[src/rtl/alu_pkg.sv]
// Shared op_code values, scoreboard state encoding and the ALU reference model
// used by alu_result_scoreboard.
package alu_pkg;

    localparam logic [2:0] OP_MOV  = 3'b000;
    localparam logic [2:0] OP_NOT  = 3'b001;
    localparam logic [2:0] OP_ADD  = 3'b010;
    localparam logic [2:0] OP_NOR  = 3'b011;
    localparam logic [2:0] OP_SUB  = 3'b100;
    localparam logic [2:0] OP_NAND = 3'b101;
    localparam logic [2:0] OP_AND  = 3'b110;
    localparam logic [2:0] OP_SLT  = 3'b111;

    typedef enum logic [1:0] {
        ST_EMPTY  = 2'd0,
        ST_RUN    = 2'd1,
        ST_FAILED = 2'd2
    } sb_state_t;

    localparam int unsigned REF_W = 64;

    // Operands are zero-extended into REF_W bits; n is the live datapath width.
    // Returns {c, v, z, out} with out masked to n bits.
    function automatic logic [REF_W+2:0] alu_ref(input logic [2:0] op,
                                                  input logic [REF_W-1:0] a,
                                                  input logic [REF_W-1:0] b,
                                                  input int unsigned n);
        logic [REF_W-1:0] mask;
        logic [REF_W-1:0] nb;
        logic [REF_W-1:0] out;
        logic [REF_W:0]   sum;
        logic             sa, sb, so, c, v, z;
        mask = REF_W'(((REF_W+1)'(1) << n) - (REF_W+1)'(1));
        sa   = |(({1'b0, a} >> (n - 1)) & (REF_W+1)'(1));
        sb   = |(({1'b0, b} >> (n - 1)) & (REF_W+1)'(1));
        nb   = ~b & mask;
        sum  = '0;
        c    = 1'b0;
        v    = 1'b0;
        case (op)
            OP_MOV:  sum = {1'b0, a};
            OP_NOT:  sum = {1'b0, ~a};
            OP_ADD:  sum = {1'b0, a} + {1'b0, b};
            OP_NOR:  sum = {1'b0, ~(a | b)};
            OP_SUB:  sum = {1'b0, a} + {1'b0, nb} + (REF_W+1)'(1);
            OP_NAND: sum = {1'b0, ~(a & b)};
            OP_AND:  sum = {1'b0, a & b};
            OP_SLT:  sum = (REF_W+1)'((sa != sb) ? sa : (a < b));
            default: sum = '0;
        endcase
        out = REF_W'(sum) & mask;
        so  = |(({1'b0, out} >> (n - 1)) & (REF_W+1)'(1));
        if (op == OP_ADD || op == OP_SUB)
            c = |((sum >> n) & (REF_W+1)'(1));
        if (op == OP_ADD)
            v = (sa == sb) && (so != sa);
        if (op == OP_SUB)
            v = (sa != sb) && (so != sa);
        z = (out == '0);
        return {c, v, z, out};
    endfunction

endpackage

[src/rtl/alu_sb_fifo.sv]
// Parameterised FIFO for queued ALU operations; pointers carry one extra wrap bit
// so full and empty are distinguished without a separate counter.
module alu_sb_fifo #(
    parameter int unsigned W     = 8,
    parameter int unsigned DEPTH = 4
) (
    input  logic                     clk,
    input  logic                     flush,
    input  logic                     push,
    input  logic                     pop,
    input  logic [W-1:0]             din,
    output logic [W-1:0]             head,
    output logic                     full,
    output logic                     empty,
    output logic [$clog2(DEPTH):0]   count
);
    localparam int unsigned AW = $clog2(DEPTH);

    logic [W-1:0] mem [DEPTH];
    logic [AW:0]  wptr;
    logic [AW:0]  rptr;

    always_ff @(posedge clk) begin
        if (flush) begin
            wptr <= '0;
            rptr <= '0;
        end else begin
            if (push && !full)
                wptr <= wptr + (AW+1)'(1);
            if (pop && !empty)
                rptr <= rptr + (AW+1)'(1);
        end
    end

    always_ff @(posedge clk) begin
        if (push && !full && !flush)
            mem[wptr[AW-1:0]] <= din;
    end

    assign head  = mem[rptr[AW-1:0]];
    assign empty = (wptr == rptr);
    assign full  = (wptr[AW] != rptr[AW]) && (wptr[AW-1:0] == rptr[AW-1:0]);
    assign count = wptr - rptr;

endmodule

[src/rtl/alu_result_scoreboard.sv]
// Result-side scoreboard for the ALU: queues issued ops, predicts results with
// alu_ref, compares returned results and keeps pass/fail counts and a first-failure capture.
import alu_pkg::*;

module alu_result_scoreboard #(
    parameter int unsigned N            = 32,
    parameter int unsigned DEPTH        = 4,
    parameter bit          STOP_ON_FAIL = 1'b0
) (
    input  logic         clk,
    input  logic         rst,
    input  logic         clear,
    input  logic         iss_valid,
    output logic         iss_ready,
    input  logic [2:0]   iss_op,
    input  logic [N-1:0] iss_a,
    input  logic [N-1:0] iss_b,
    input  logic         res_valid,
    input  logic [N-1:0] res_out,
    input  logic         res_c_out,
    input  logic         res_zero,
    input  logic         res_overflow,
    output logic [15:0]  pass_count,
    output logic [15:0]  fail_count,
    output logic         orphan,
    output logic         ff_valid,
    output logic [2:0]   ff_op,
    output logic [N-1:0] ff_a,
    output logic [N-1:0] ff_b,
    output logic [N-1:0] ff_got,
    output logic [N-1:0] ff_exp,
    output logic [5:0]   ff_flags,
    output logic [1:0]   state
);
    localparam int unsigned EW = 3 + 2 * N;
    localparam int unsigned CW = $clog2(DEPTH) + 1;

    sb_state_t         st;
    logic              flush, failed, push, pop, full, empty;
    logic [CW-1:0]     count;
    logic [EW-1:0]     head;
    logic [2:0]        head_op;
    logic [N-1:0]      head_a, head_b;
    logic [REF_W+2:0]  ref_res;
    logic [N-1:0]      exp_out;
    logic [2:0]        exp_f;

    logic              s1_valid;
    logic [2:0]        s1_op;
    logic [N-1:0]      s1_a, s1_b, s1_got, s1_exp;
    logic [2:0]        s1_got_f, s1_exp_f;
    logic              commit, mismatch;

    assign flush     = rst || clear;
    assign failed    = (st == ST_FAILED);
    assign iss_ready = !full && !failed;
    assign push      = iss_valid && iss_ready;
    assign pop       = res_valid && !empty && !failed;
    assign state     = st;

    alu_sb_fifo #(.W(EW), .DEPTH(DEPTH)) u_fifo (
        .clk   (clk),
        .flush (flush),
        .push  (push),
        .pop   (pop),
        .din   ({iss_op, iss_a, iss_b}),
        .head  (head),
        .full  (full),
        .empty (empty),
        .count (count)
    );

    assign {head_op, head_a, head_b} = head;

    // Flags are kept in {c, z, v} order to match the ff_flags layout.
    always_comb begin
        ref_res = alu_ref(head_op, REF_W'(head_a), REF_W'(head_b), N);
        exp_out = N'(ref_res);
        exp_f   = {ref_res[REF_W+2], ref_res[REF_W], ref_res[REF_W+1]};
    end

    always_ff @(posedge clk) begin
        if (flush)
            s1_valid <= 1'b0;
        else
            s1_valid <= pop;
        if (pop) begin
            s1_op    <= head_op;
            s1_a     <= head_a;
            s1_b     <= head_b;
            s1_got   <= res_out;
            s1_got_f <= {res_c_out, res_zero, res_overflow};
            s1_exp   <= exp_out;
            s1_exp_f <= exp_f;
        end
    end

    assign commit   = s1_valid && !failed;
    assign mismatch = ({s1_got, s1_got_f} != {s1_exp, s1_exp_f});

    always_ff @(posedge clk) begin
        if (flush) begin
            st         <= ST_EMPTY;
            pass_count <= '0;
            fail_count <= '0;
            orphan     <= 1'b0;
            ff_valid   <= 1'b0;
            ff_op      <= '0;
            ff_a       <= '0;
            ff_b       <= '0;
            ff_got     <= '0;
            ff_exp     <= '0;
            ff_flags   <= '0;
        end else begin
            if (res_valid && empty && !failed)
                orphan <= 1'b1;
            if (commit) begin
                if (mismatch) begin
                    if (fail_count != 16'hFFFF)
                        fail_count <= fail_count + 16'd1;
                    if (!ff_valid) begin
                        ff_valid <= 1'b1;
                        ff_op    <= s1_op;
                        ff_a     <= s1_a;
                        ff_b     <= s1_b;
                        ff_got   <= s1_got;
                        ff_exp   <= s1_exp;
                        ff_flags <= {s1_got_f, s1_exp_f};
                    end
                end else if (pass_count != 16'hFFFF) begin
                    pass_count <= pass_count + 16'd1;
                end
            end
            case (st)
                ST_FAILED: st <= ST_FAILED;
                default: begin
                    if (commit && mismatch && STOP_ON_FAIL)
                        st <= ST_FAILED;
                    else if (push)
                        st <= ST_RUN;
                    else if (pop && count == CW'(1))
                        st <= ST_EMPTY;
                end
            endcase
        end
    end

endmodule

[config.mk]
export PLATFORM = sky130hd
export DESIGN_NAME = alu_result_scoreboard
export DESIGN_NICKNAME = d
export VERILOG_FILES = /design/src/rtl/alu_pkg.sv /design/src/rtl/alu_sb_fifo.sv /design/src/rtl/alu_result_scoreboard.sv
export SDC_FILE = /design/constraint.sdc
export NUM_CORES = 1
export LEC_CHECK = 0
export ABC_AREA = 1
export BUFFER_PORTS_ARGS = -buffer_cell sky130_fd_sc_hd__buf_2
export CAP_MARGIN = 5
export CORE_MARGIN = 8
export CORE_UTILIZATION = 40
export DETAILED_ROUTE_END_ITERATION = 10
export GPL_ROUTABILITY_DRIVEN = 0
export PLACE_DENSITY = 0.57
export SYNTH_ARGS = -nofsm -noshare
export SYNTH_HDL_FRONTEND = slang
export SYNTH_SLANG_ARGS = --single-unit
[constraint.sdc]
create_clock -name clk -period 8.5 [get_ports clk]
set_input_delay 0.425 -clock clk [delete_from_list [all_inputs] [get_ports clk]]
set_output_delay 0.425 -clock clk [all_outputs]
set_load 0.02 [all_outputs]
==> summary.md, run 1 <==
| Metric | Value |
|---|---|
| Highest Clock Rate | `0.1824 GHz` |
| Result of the run | `finished clean` |
| Worst setup slack after layout | `3016 ps` |
| Slew @ Worst Pin | `1057 ps` |
| Unique masters post-synth | `46` |
| Startpoint types | `flip-flop` |
| Iteration-0 DRC count of the detailed router | `2357` |
| Number of detailed-route iterations in the first pass | `6` |
| Maximum number of pins on one net before global-route repair | `99` |
| TritonCTS clock tree | `built` |
| Post-synthesis cell area | `29400 µm²` |
| Pre-CTS setup slack | `3186 ps` |
| # clock sinks | `587` |
| Headroom to the max-slew limit | `0.2953` |
| Most used flip-flop cell after synthesis | `sky130_fd_sc_hd__edfxtp_1` |
| Fillers | `7210` |
| Die Footprint | `82420 µm²` |
| Die outline width | `287.1 µm` |
| Top Family by Delay on Critical Path | `simple AND/OR/NAND/NOR gates` |
| Type of element capturing the critical path | `flip-flop` |
| Post-Route Skew | `22.70 ps` |
| Count of final hold-check violations | `0` |
| Peak supply drop | `0.0001976 V` |
| Area of combinational cells with multiple inputs | `11420 µm²` |
| Commonest cells after routing, fill and taps aside | `sky130_fd_sc_hd__nand2_1, sky130_fd_sc_hd__nor2_1, sky130_fd_sc_hd__edfxtp_1` |
| Post-synth top area share | `0.4137` |
| Chain of cells forming the critical path | `inv_6 -> buf_4 -> nand2_1 -> a32oi_1 -> inv_1 -> ha_1 -> nand2_1 -> nor2_1 -> nand2_1 -> inv_1 -> nand2_1 -> nand2_1 -> nand2_1 -> nand3_1 -> nand4_1 -> nor2_1 -> nand2_1 -> nor2_1 -> nand2_1 -> nor3_2` |
| Final Power | `0.007085 W` |
| Footprint of the flip-flops and latches | `15810 µm²` |
| Count of vias placed by the detailed router | `24200` |
| Number of max-cap violations | `0` |
| Height of the chip | `287.1 µm` |
| Library cell occupying the most area in the post-synthesis netlist | `sky130_fd_sc_hd__edfxtp_1` |
| Most repeated library cell on the critical path | `sky130_fd_sc_hd__nand2_1` |
| LEAKAGE | `15.39 nW` |
| Worst Path Max Fanout | `78` |
| Number of enable flip-flop cells after synthesis | `405` |
| Post-synthesis sequential area ratio | `0.5377` |
| Maximum level of the CTS H-tree | `3` |
| Via count of the first global-routing pass | `22780` |
| Dpl hpwl | `69600 µm` |
| Ranking of synthesized cells by area | `sky130_fd_sc_hd__edfxtp_1, sky130_fd_sc_hd__nand2_1, sky130_fd_sc_hd__dfxtp_1` |
| Starting utilization of the core area | `0.4036` |
| Number of buffers on the longest clock path | `3` |
| Overflow left after global routing | `0` |
| Antenna violations before repair | `3` |
| Power density over cell area | `207.7 nW/µm²` |
| Register bit count reported by yosys | `587` |
| Final Critical Period | `5484 ps` |
| Fin nets | `3953` |
| Standard cell core area | `72830 µm²` |
| RSZ-0062 raised after global routing | `no` |
| Post-synthesis to final-layout area growth | `16.03%` |
| CP max stage delay | `740 ps` |
| Total clock buffers created by CTS | `66` |
| Clock slew at the register clock pins of the worst setup and hold paths | `60 ps` |
| Final WL | `96170 µm` |
| Final design utilization | `0.4683` |
| Average cell area after synthesis | `8.508 µm²` |
| Commonest non-fill, non-tap cell in the layout | `sky130_fd_sc_hd__nand2_1` |
| Final setup violation count | `0` |
| Post-synth ARST share | `0` |
| Global-route wire length before repair | `142900 µm` |
| Cell count after synthesis | `3455` |
| Clk_lat worst skew | `610 ps` |
| Final TNS setup | `0 ps` |
| Antenna viol nets, final | `0` |
| Fraction of final layout cells sized beyond drive strength 1 | `0.1192` |
| Vias per inst | `5.102` |
| Total nets after synthesis | `3679` |
| Number of core rows | `99` |
| Data arrival at the endpoint of the critical path | `5940 ps` |
| CTS root buf | `sky130_fd_sc_hd__clkbuf_16` |
| Post-route DRC | `0` |
| Number of buffers inserted by port buffering | `280` |
| Min-delay worst type | `in -> reg` |
| Number of pins with negative max-slew slack in the final report | `0` |
| Critical path buffers and inverters | `4` |
| Required time at the worst-slack endpoint | `8960 ps` |
| IO Pins | `281` |
| Category of the critical setup timing path | `reg -> reg` |
| Period Utilization, post-route | `0.6451` |
| YS warnings | `0` |
| Highest-delay cell along the critical path | `sky130_fd_sc_hd__buf_4` |
| GRT Resource Usage Total | `0.2259` |
| Wire length per cell | `20.28 µm` |
Yosys cell counts, types with 4 or more instances:
| library cell | number |
|---|---|
| sky130_fd_sc_hd__a21oi_1 | 121 |
| sky130_fd_sc_hd__a32o_1 | 8 |
| sky130_fd_sc_hd__a32oi_1 | 35 |
| sky130_fd_sc_hd__a32oi_2 | 5 |
| sky130_fd_sc_hd__and2_1 | 6 |
| sky130_fd_sc_hd__buf_1 | 9 |
| sky130_fd_sc_hd__buf_2 | 52 |
| sky130_fd_sc_hd__buf_4 | 10 |
| sky130_fd_sc_hd__buf_6 | 10 |
| sky130_fd_sc_hd__clkbuf_1 | 64 |
| sky130_fd_sc_hd__dfxtp_1 | 182 |
| sky130_fd_sc_hd__edfxtp_1 | 405 |
| sky130_fd_sc_hd__ha_1 | 114 |
| sky130_fd_sc_hd__inv_1 | 390 |
| sky130_fd_sc_hd__inv_2 | 4 |
| sky130_fd_sc_hd__nand2_1 | 973 |
| sky130_fd_sc_hd__nand2_4 | 4 |
| sky130_fd_sc_hd__nand3_1 | 232 |
| sky130_fd_sc_hd__nand4_1 | 42 |
| sky130_fd_sc_hd__nor2_1 | 475 |
| sky130_fd_sc_hd__nor3_1 | 33 |
| sky130_fd_sc_hd__nor4_1 | 7 |
| sky130_fd_sc_hd__o211ai_1 | 8 |
| sky130_fd_sc_hd__o21ai_0 | 169 |
| sky130_fd_sc_hd__xnor2_1 | 27 |
| sky130_fd_sc_hd__xor2_1 | 32 |
path summary, 6_finish.rpt:
kind                                start                end  slack [ps]  cells past startpoint
worst max register to register  flip-flop        s1_exp_f[1]        3020                     20
worst min register to register    s1_b[1]            ff_b[1]         470                      2
worst min-delay path            iss_b[18]  u_fifo.mem[2][18]          30                      1
worst max-delay path            flip-flop        s1_exp_f[1]        3020                     20
repair_timing:
item                      4_1_cts  5_1_grt
hold endpoints to repair       39        0
buffers inserted                0        0
gates resized for setup         0        0
hold buffers                   34        0
power by group:
group | internal (W) | switching [W] | total, W
sequential | 0.00314 | 0.0000377 | 0.00318
combinational | 0.000291 | 0.000774 | 0.00107
clock | 0.00168 | 0.00116 | 0.00284
registers in the layout, summed over array words and instances (netlist names), 32 cells and up, named ones only:
name and cells:
ff_got 32, ff_a 32, ff_exp 32, s1_b 32, u_fifo.mem 268, s1_got 32, ff_b 32, s1_exp 32
s1_a 32
per-layer routing:
layer | wire (µm) | GRT usage | part of all wire
met5 | 0 | 0 | 0
met4 | 3732 | 0.08552 | 0.039
met3 | 8285 | 0.04853 | 0.086
met2 | 42240 | 0.3471 | 0.44
met1 | 41910 | 0.3111 | 0.44
cell type report:
class                   instances  share of cell area
multi-input cells            2327              0.3349
flip-flops and latches        587              0.4635
inverters                     396             0.04398
repair buffers                351             0.05921
clock buffers                  85             0.05231
well taps                     959             0.03518
diodes                          2           0.0001467
clock inverters                36             0.01079
logic make-up after synthesis:
family / after synthesis / synth area share
and+or+nand+nor: 1791 / 0.2483
AOI/OAI and AO/OA: 360 / 0.07057
xor gates and xnor gates: 59 / 0.01758
adders and majority gates: 117 / 0.05057
DFF: 587 / 0.5377
buffers and inverters: 541 / 0.07530
through the flow:
stage | hold slack [ps] | instance area (µm²) | instances
after floorplan | 446.1 | 29400 | 3455
after global placement | 447.9 | 31610 | 4586
after detailed placement | 459.2 | 31610 | 4586
after CTS | 0.2070 | 34100 | 4741
after global routing | 7.260 | 34110 | 4743
final | 30.67 | 34110 | 4743
Note: power is estimated with default switching activity, not from simulation.
==> run 2, diff against run 1 <==
clock period = 5.1 ns   (was 8.5 ns; I/O delays follow)
==> run 2 against run 1 <==
Compared with the run above:
- sequential share of layout area fell by 1.4 points
- clock-buffer cell count rose by 12
- cell count rose by 2.0%
- maximum frequency rose by 20%
- design area rose by 3.2%
- global-route usage barely moved
- largest power group unchanged
- critical endpoint unchanged
- largest cell class unchanged
- core utilization rose by 1.5 points
- total power rose by 69%
- clock power rose by 71%
- hold slack improved by 25 ps
- routed wire length rose by 0.20%
==> summary.md, run 2 (same netlist as run 1, synthesis figures left out) <==
| Metric | Value |
|---|---|
| Result of the run | `finished clean` |
| Final Critical Period | `4554 ps (-929.5 ps)` |
| Commonest non-fill, non-tap cell in the layout | `sky130_fd_sc_hd__nand2_1` |
| Startpoint types | `flip-flop` |
| Worst setup slack after layout | `545.9 ps (-2471 ps)` |
| Vias per inst | `5.121 (+0.36%)` |
| Final WL | `96360 µm (+0.20%)` |
| P_sw | `0.003276 W (+66%)` |
| Post-route DRC | `0 (unchanged)` |
| Footprint of the flip-flops and latches | `15810 µm² (unchanged)` |
| Data arrival at the endpoint of the critical path | `4990 ps (-950 ps)` |
| Max FFs per register | `268 (unchanged)` |
| Number of max-cap violations | `0 (unchanged)` |
| Required time at the worst-slack endpoint | `5540 ps (-3420 ps)` |
| IO Pins | `281 (unchanged)` |
| Fillers | `7038 (-2.4%)` |
| Internal Dissipation | `0.008713 W (+70%)` |
| Final Power | `0.01199 W (+69%)` |
| Period Utilization, post-route | `0.8930 (+0.2478)` |
| Number of buffers on the longest clock path | `3 (unchanged)` |
| Headroom to the max-slew limit | `0.3101 (+0.01488)` |
| LEAKAGE | `15.87 nW (+3.1%)` |
| Area of combinational cells with multiple inputs | `11420 µm² (about the same)` |
| Die Footprint | `82420 µm² (unchanged)` |
| Antenna viol nets, final | `0 (unchanged)` |
| TritonCTS clock tree | `built` |
| Number of detailed-route iterations in the first pass | `7 (+1)` |
| Count of final hold-check violations | `0 (unchanged)` |
| Clock slew at the register clock pins of the worst setup and hold paths | `60 ps (about the same)` |
| Post-Route Skew | `30.19 ps (+7.489 ps)` |
| Post-synthesis to final-layout area growth | `19.76%` |
| Fin nets | `4048 (+2.4%)` |
| CTS root buf | `sky130_fd_sc_hd__clkbuf_16` |
| Highest Clock Rate | `0.2196 GHz (+20%)` |
| Starting utilization of the core area | `0.4036 (unchanged)` |
| Via count of the first global-routing pass | `23420 (+2.8%)` |
| Iteration-0 DRC count of the detailed router | `2275 (-3.5%)` |
| Commonest cells after routing, fill and taps aside | `sky130_fd_sc_hd__nand2_1, sky130_fd_sc_hd__nor2_1, sky130_fd_sc_hd__edfxtp_1` |
| Dpl hpwl | `70380 µm (+1.1%)` |
| # clock sinks | `587 (unchanged)` |
| Switching Fraction | `0.2732 (-0.005159)` |
| Number of cells in the design after placement | `4611 (+0.55%)` |
| Final TNS setup | `0 ps (unchanged)` |
| Min-delay worst type | `in -> reg` |
| Overflow left after global routing | `0 (unchanged)` |
| Maximum number of pins on one net before global-route repair | `138 (+39%)` |
| Number of pins with negative max-slew slack in the final report | `0 (unchanged)` |
| Antenna violations before repair | `2 (-1)` |
| Global-route wire length before repair | `144100 µm (+0.81%)` |
| GRT Resource Usage Total | `0.2264 (+0.0004246)` |
| Number of core rows | `99 (unchanged)` |
| RSZ-0062 raised after global routing | `no` |
| Final setup violation count | `0 (unchanged)` |
| Post-CTS Setup Bufs | `0 (unchanged)` |
| Number of buffers inserted by port buffering | `280 (unchanged)` |
| Type of element capturing the critical path | `flip-flop` |
| Peak supply drop | `0.0002985 V (+51%)` |
| Clk_lat worst skew | `620 ps (about the same)` |
| Sequential share of power | `0.441 (-0.008)` |
| Die outline width | `287.1 µm (unchanged)` |
| Pre-CTS setup slack | `669.2 ps (-2516 ps)` |
| Worst Path Max Fanout | `46 (-41%)` |
| Count of vias placed by the detailed router | `24780 (+2.4%)` |
| Total clock buffers created by CTS | `67 (+1.5%)` |
| Number of standard cells in the final layout excluding fillers | `4839 (+2.0%)` |
| Power density over cell area | `340.6 nW/µm² (+64%)` |
| Category of the critical setup timing path | `reg -> reg` |
| Height of the chip | `287.1 µm (unchanged)` |
| Standard cell core area | `72830 µm² (unchanged)` |
| Fraction of power consumed by combinational cells | `0.154 (+0.004)` |
| Slew @ Worst Pin | `1035 ps (-22.32 ps)` |
| Wire length per cell | `19.91 µm (-1.8%)` |
| Maximum level of the CTS H-tree | `3 (unchanged)` |
| Fraction of final layout cells sized beyond drive strength 1 | `0.1237 (+0.004494)` |
| Clock power frac | `0.405 (+0.004)` |
| Worst hold margin | `56.05 ps (+25.38 ps)` |
## run 2: cell count changes in the layout (fill, tap and decap cells not counted), moves of 2 or more
cell                            before  now
sky130_fd_sc_hd__dlygate4sd3_1      34  103
sky130_fd_sc_hd__buf_4              37   52
sky130_fd_sc_hd__buf_12              0   10
sky130_fd_sc_hd__clkbuf_1           14   19
sky130_fd_sc_hd__clkbuf_8            4    9
sky130_fd_sc_hd__clkinv_1           11    6
sky130_fd_sc_hd__clkinv_2           13   10
sky130_fd_sc_hd__clkbuf_16          67   69
sky130_fd_sc_hd__clkinv_8            0    2
sky130_fd_sc_hd__inv_16              2    0
sky130_fd_sc_hd__inv_4               3    1
## run 2: power by group through the flow
stage / logic, W / registers, W / clock network, W
3_5_place_dp: 0.00174 / 0.00539 / 0
4_1_cts: 0.00181 / 0.00529 / 0.00497
2_1_floorplan: 0.00108 / 0.00540 / 0
6_report: 0.00184 / 0.00529 / 0.00485
5_1_grt: 0.00201 / 0.00530 / 0.00514
3_3_place_gp: 0.00174 / 0.00539 / 0
## run 2: area by class of cell
cell class                      count  area share
Inverter                          396     0.04261
Clock buffer                       97     0.05459
Timing Repair Buffer              445     0.08587
Clock inverter                     27    0.009170
Sequential cell                   587      0.4491
Multi-Input combinational cell   2327      0.3245
Tap cell                          959     0.03408
Antenna cell                        1  0.00007108
## run 2: path summary, 6_finish.rpt
path,slack (ps),depth (start not counted),from,to
max,550,23,flip-flop,s1_exp_f[1]
min,60,3,iss_valid,u_fifo.wptr[0]
max reg2reg,550,23,flip-flop,s1_exp_f[1]
min reg2reg,460,2,s1_a[1],ff_a[1]
## run 2: routing by layer
layer,GRT usage,part of all wire,vias up
li1,-,-,12020
met2,0.3591,0.44,1067
met5,0,0.00013,-
met1,0.2998,0.43,11460
met3,0.04371,0.078,229
met4,0.09923,0.046,2
## run 2: stage by stage
step                utilization  area [µm²]
floorplan                     -       29400
global placement         0.4383       31930
detailed placement       0.4383       31930
CTS                      0.4833       35200
global route             0.4833       35200
finish                   0.4833       35200
## run 2: worst max-delay path, cell delays in order (launching register included)
cell and delay, ps:
sky130_fd_sc_hd__dfxtp_4 420, sky130_fd_sc_hd__inv_6 290, sky130_fd_sc_hd__buf_12 250, sky130_fd_sc_hd__buf_4 210
sky130_fd_sc_hd__nand2_1 80, sky130_fd_sc_hd__a32oi_2 420, sky130_fd_sc_hd__inv_1 90, sky130_fd_sc_hd__ha_1 460
sky130_fd_sc_hd__inv_1 110, sky130_fd_sc_hd__nand2_1 70, sky130_fd_sc_hd__nand2_1 120, sky130_fd_sc_hd__inv_1 80
sky130_fd_sc_hd__nand3_1 320, sky130_fd_sc_hd__nand2_1 190, sky130_fd_sc_hd__nand2_1 180, sky130_fd_sc_hd__nand2_1 140
sky130_fd_sc_hd__nand4_1 80, sky130_fd_sc_hd__nand3_1 110, sky130_fd_sc_hd__nand3_1 70, sky130_fd_sc_hd__nand2_1 200
sky130_fd_sc_hd__nand2_1 100, sky130_fd_sc_hd__nor2_1 120, sky130_fd_sc_hd__nand2_1 100, sky130_fd_sc_hd__nor3_2 120
## run 2: repair_timing
action,4_1_cts,5_1_grt
setup endpoints to repair,0,0
gates resized for setup,0,0
hold endpoints to repair,304,0
hold buffers,103,0
==> run 3, diff against run 2 <==
CORE_ASPECT_RATIO = 0.5   (was default)
==> run 3 against run 2 <==
Compared with the run above:
- flip-flop and latch count unchanged
- register-to-register slack better by 220 ps
- core utilization shrank 0.57 points
- critical path depth down 4
- worst setup slack improved by 220 ps
- clock power shrank 14%
- hold slack improved by 260 ps
- critical path type unchanged
- largest cell class unchanged
- highest routed layer unchanged
==> summary.md, run 3 (same netlist as run 1, synthesis figures left out) <==
| Metric | Value |
|---|---|
| Number of buffers inserted by port buffering | `280 (unchanged)` |
| Met3 usage | `0.04518 (+0.001479)` |
| IO Pins | `281 (unchanged)` |
| Flop-to-flop setup slack | `760 ps (+220 ps)` |
| Height of the chip | `207.7 µm (-28%)` |
| CTS root buf | `sky130_fd_sc_hd__clkbuf_16` |
| R2R Path End | `s1_exp_f[1]` |
| Number of buffers on the longest clock path | `3 (unchanged)` |
| Via count of the first global-routing pass | `23480 (+0.26%)` |
| Startpoint of the most critical hold path | `rst` |
| Fraction of power consumed by combinational cells | `0.163 (+0.009)` |
| Number of cells on the worst hold path | `4 (+1)` |
| Top Family by Delay on Critical Path | `simple AND/OR/NAND/NOR gates` |
| Total clock buffers created by CTS | `54 (-19%)` |
| Power density over cell area | `325.3 nW/µm² (-4.5%)` |
| Category of the critical setup timing path | `reg -> reg` |
| Die Footprint | `82950 µm² (+0.64%)` |
| Count of vias placed by the detailed router | `24920 (+0.57%)` |
| Overflow left after global routing | `0 (unchanged)` |
| Starting utilization of the core area | `0.4034 (about the same)` |
| Sequential share of power | `0.467 (+0.026)` |
| Area of combinational cells with multiple inputs | `11430 µm² (about the same)` |
| Fillers | `6976 (-0.88%)` |
| Number of detailed-route iterations in the first pass | `8 (+1)` |
| Clk_lat worst skew | `640 ps (+20 ps)` |
| Number of pins with negative max-slew slack in the final report | `0 (unchanged)` |
| Worst Path Max Fanout | `134 (+190%)` |
| Worst hold margin | `317.8 ps (+261.7 ps)` |
| Final Critical Period | `4335 ps (-218.9 ps)` |
| Clock slew at the register clock pins of the worst setup and hold paths | `70 ps (about the same)` |
| Vias per inst | `5.151 (+0.59%)` |
| Critical path buffers and inverters | `3 (-3)` |
| Final TNS setup | `0 ps (unchanged)` |
| Post-route DRC | `0 (unchanged)` |
| P_sw | `0.003185 W (-2.8%)` |
| Number of core rows | `70 (-29%)` |
| Post-Route Skew | `48.66 ps (+18.47 ps)` |
| Reg2Reg Depth | `19 (-17%)` |
| Die outline width | `399.4 µm (+39%)` |
| WHS Endpoint | `state[0]` |
| Max FFs per register | `268 (unchanged)` |
| Commonest cells after routing, fill and taps aside | `sky130_fd_sc_hd__nand2_1, sky130_fd_sc_hd__nor2_1, sky130_fd_sc_hd__edfxtp_1` |
| Chain of cells forming the critical path | `buf_12 -> nand2_1 -> a32oi_1 -> inv_1 -> ha_1 -> nand2_1 -> nor2_1 -> inv_1 -> nor2_1 -> nand4_1 -> nand3_1 -> nand2_1 -> nand3_1 -> nand3_1 -> nand2_1 -> nand2_1 -> nor2_1 -> nand2_1 -> nor3_2` |
| Met1 track demand over resource in global routing | `0.3270 (+0.02722)` |
| Post-synthesis to final-layout area growth | `18.40%` |
| Commonest non-fill, non-tap cell in the layout | `sky130_fd_sc_hd__nand2_1` |
| Global-route wire length before repair | `145000 µm (+0.65%)` |
| Iteration-0 DRC count of the detailed router | `2766 (+22%)` |
| Switching Fraction | `0.2813 (+0.008087)` |
| Headroom to the max-slew limit | `0.3488 (+0.03871)` |
| Standard cell core area | `72870 µm² (about the same)` |
| Post-CTS Hold Fix Bufs | `104 (+0.97%)` |
| Number of max-cap violations | `0 (unchanged)` |
| Peak supply drop | `0.0002490 V (-17%)` |
| CP max stage delay | `550 ps (+90 ps)` |
| Slew @ Worst Pin | `974.4 ps (-60.37 ps)` |
| Highest Clock Rate | `0.2307 GHz (+5.0%)` |
| Type of element capturing the critical path | `flip-flop` |
| Dpl hpwl | `71320 µm (+1.3%)` |
| GRT busiest layer | `met2` |
| GRT Resource Usage Total | `0.2267 (+0.0003111)` |
| Final WL | `97380 µm (+1.1%)` |
| Period Utilization, post-route | `0.8501 (-0.04292)` |
| Clock power frac | `0.370 (-0.035)` |
| Startpoint types | `flip-flop` |
| Fraction of final layout cells sized beyond drive strength 1 | `0.1202 (-0.003567)` |
| Result of the run | `finished clean` |
| Post-CTS Setup Bufs | `0 (unchanged)` |
| Most repeated library cell on the critical path | `sky130_fd_sc_hd__nand2_1` |
| Quantity of gates resized following cts | `0 (unchanged)` |
| Count of final hold-check violations | `0 (unchanged)` |
| Internal Dissipation | `0.008137 W (-6.6%)` |
| Antenna violations before repair | `5 (+3)` |
| Maximum level of the CTS H-tree | `2 (-1)` |
| Antenna viol nets, final | `0 (unchanged)` |
| Data arrival at the endpoint of the critical path | `4770 ps (-220 ps)` |
| Highest-delay cell along the critical path | `sky130_fd_sc_hd__ha_1` |
| Wire length per cell | `20.13 µm (+1.1%)` |
| RSZ-0062 raised after global routing | `no` |
| # clock sinks | `587 (unchanged)` |
| Required time at the worst-slack endpoint | `5540 ps (about the same)` |
| Fraction of met2 tracks used by global routing | `0.3427 (-0.01643)` |
| Fin nets | `4039 (-0.22%)` |
| TritonCTS clock tree | `built` |
| Final setup violation count | `0 (unchanged)` |
| LEAKAGE | `15.67 nW (-1.2%)` |
| Final Power | `0.01132 W (-5.6%)` |
| Min-delay worst type | `in -> reg` |
| Footprint of the flip-flops and latches | `15810 µm² (unchanged)` |
| Maximum number of pins on one net before global-route repair | `135 (-2.2%)` |
-- run 3: cell types whose count changed in the layout (fill, tap and decap cells not counted), moves of 2 or more --
| cell | change |
|---|---|
| sky130_fd_sc_hd__diode_2 | +4 |
| sky130_fd_sc_hd__clkinv_8 | -2 |
| sky130_fd_sc_hd__nor2_2 | -2 |
| sky130_fd_sc_hd__clkbuf_8 | -2 |
| sky130_fd_sc_hd__buf_4 | +7 |
| sky130_fd_sc_hd__clkinv_1 | +3 |
| sky130_fd_sc_hd__buf_12 | -4 |
| sky130_fd_sc_hd__clkinvlp_4 | +2 |
| sky130_fd_sc_hd__clkinv_2 | -3 |
| sky130_fd_sc_hd__clkbuf_16 | -14 |
| sky130_fd_sc_hd__clkbuf_1 | -7 |
-- run 3: through the flow --
step	utilization	instance area, µm²	setup slack, ps	cells
after floorplan	-	29400	155.4	3455
after global placement	0.4380	31920	901.1	4627
after detailed placement	0.4380	31920	881.0	4627
after CTS	0.4775	34790	813.3	4833
after global routing	0.4775	34800	362.7	4835
final	0.4776	34810	764.7	4838
-- run 3: final cells by class --
cell class | instances | area share
sequential | 587 | 0.4542
clock buffer | 75 | 0.04382
clock inverter | 27 | 0.008915
inverter | 396 | 0.04310
tap | 972 | 0.03494
multi-input combinational | 2327 | 0.3283
timing repair buffer | 449 | 0.08635
antenna | 5 | 0.0003595
-- run 3: power groups by stage --
stage	clock network [W]	logic, W	registers [W]
global route	0.00448	0.00202	0.00529
global placement	0	0.00171	0.00539
finish	0.00419	0.00184	0.00528
floorplan	0	0.00108	0.00540
CTS	0.00429	0.00179	0.00528
detailed placement	0	0.00172	0.00539
-- run 3: worst min-delay path, stage by stage --
cell and delay, ps:
sky130_fd_sc_hd__buf_2 110, sky130_fd_sc_hd__nor2_4 90, sky130_fd_sc_hd__nand2_1 270, sky130_fd_sc_hd__o21ai_0 160
-- run 3: worst max path at each step --
stage | startpoint | to | slack, ps | cells past startpoint
after floorplan | u_fifo.wptr[0] | u_fifo.mem[0][0] | 160 | 7
after global placement | flip-flop | s1_exp_f[1] | 900 | 20
after detailed placement | flip-flop | s1_exp_f[1] | 880 | 19
after CTS | flip-flop | s1_exp_f[1] | 810 | 19
after global routing | flip-flop | s1_exp_f[1] | 360 | 19
final | flip-flop | s1_exp_f[1] | 760 | 19
-- run 3: metal layers --
layer  up-vias  wire length [µm]
li1      11970                 -
met1     11810             44400
met2       974             41730
met3       159              8360
met4         2              2882
met5         -                13
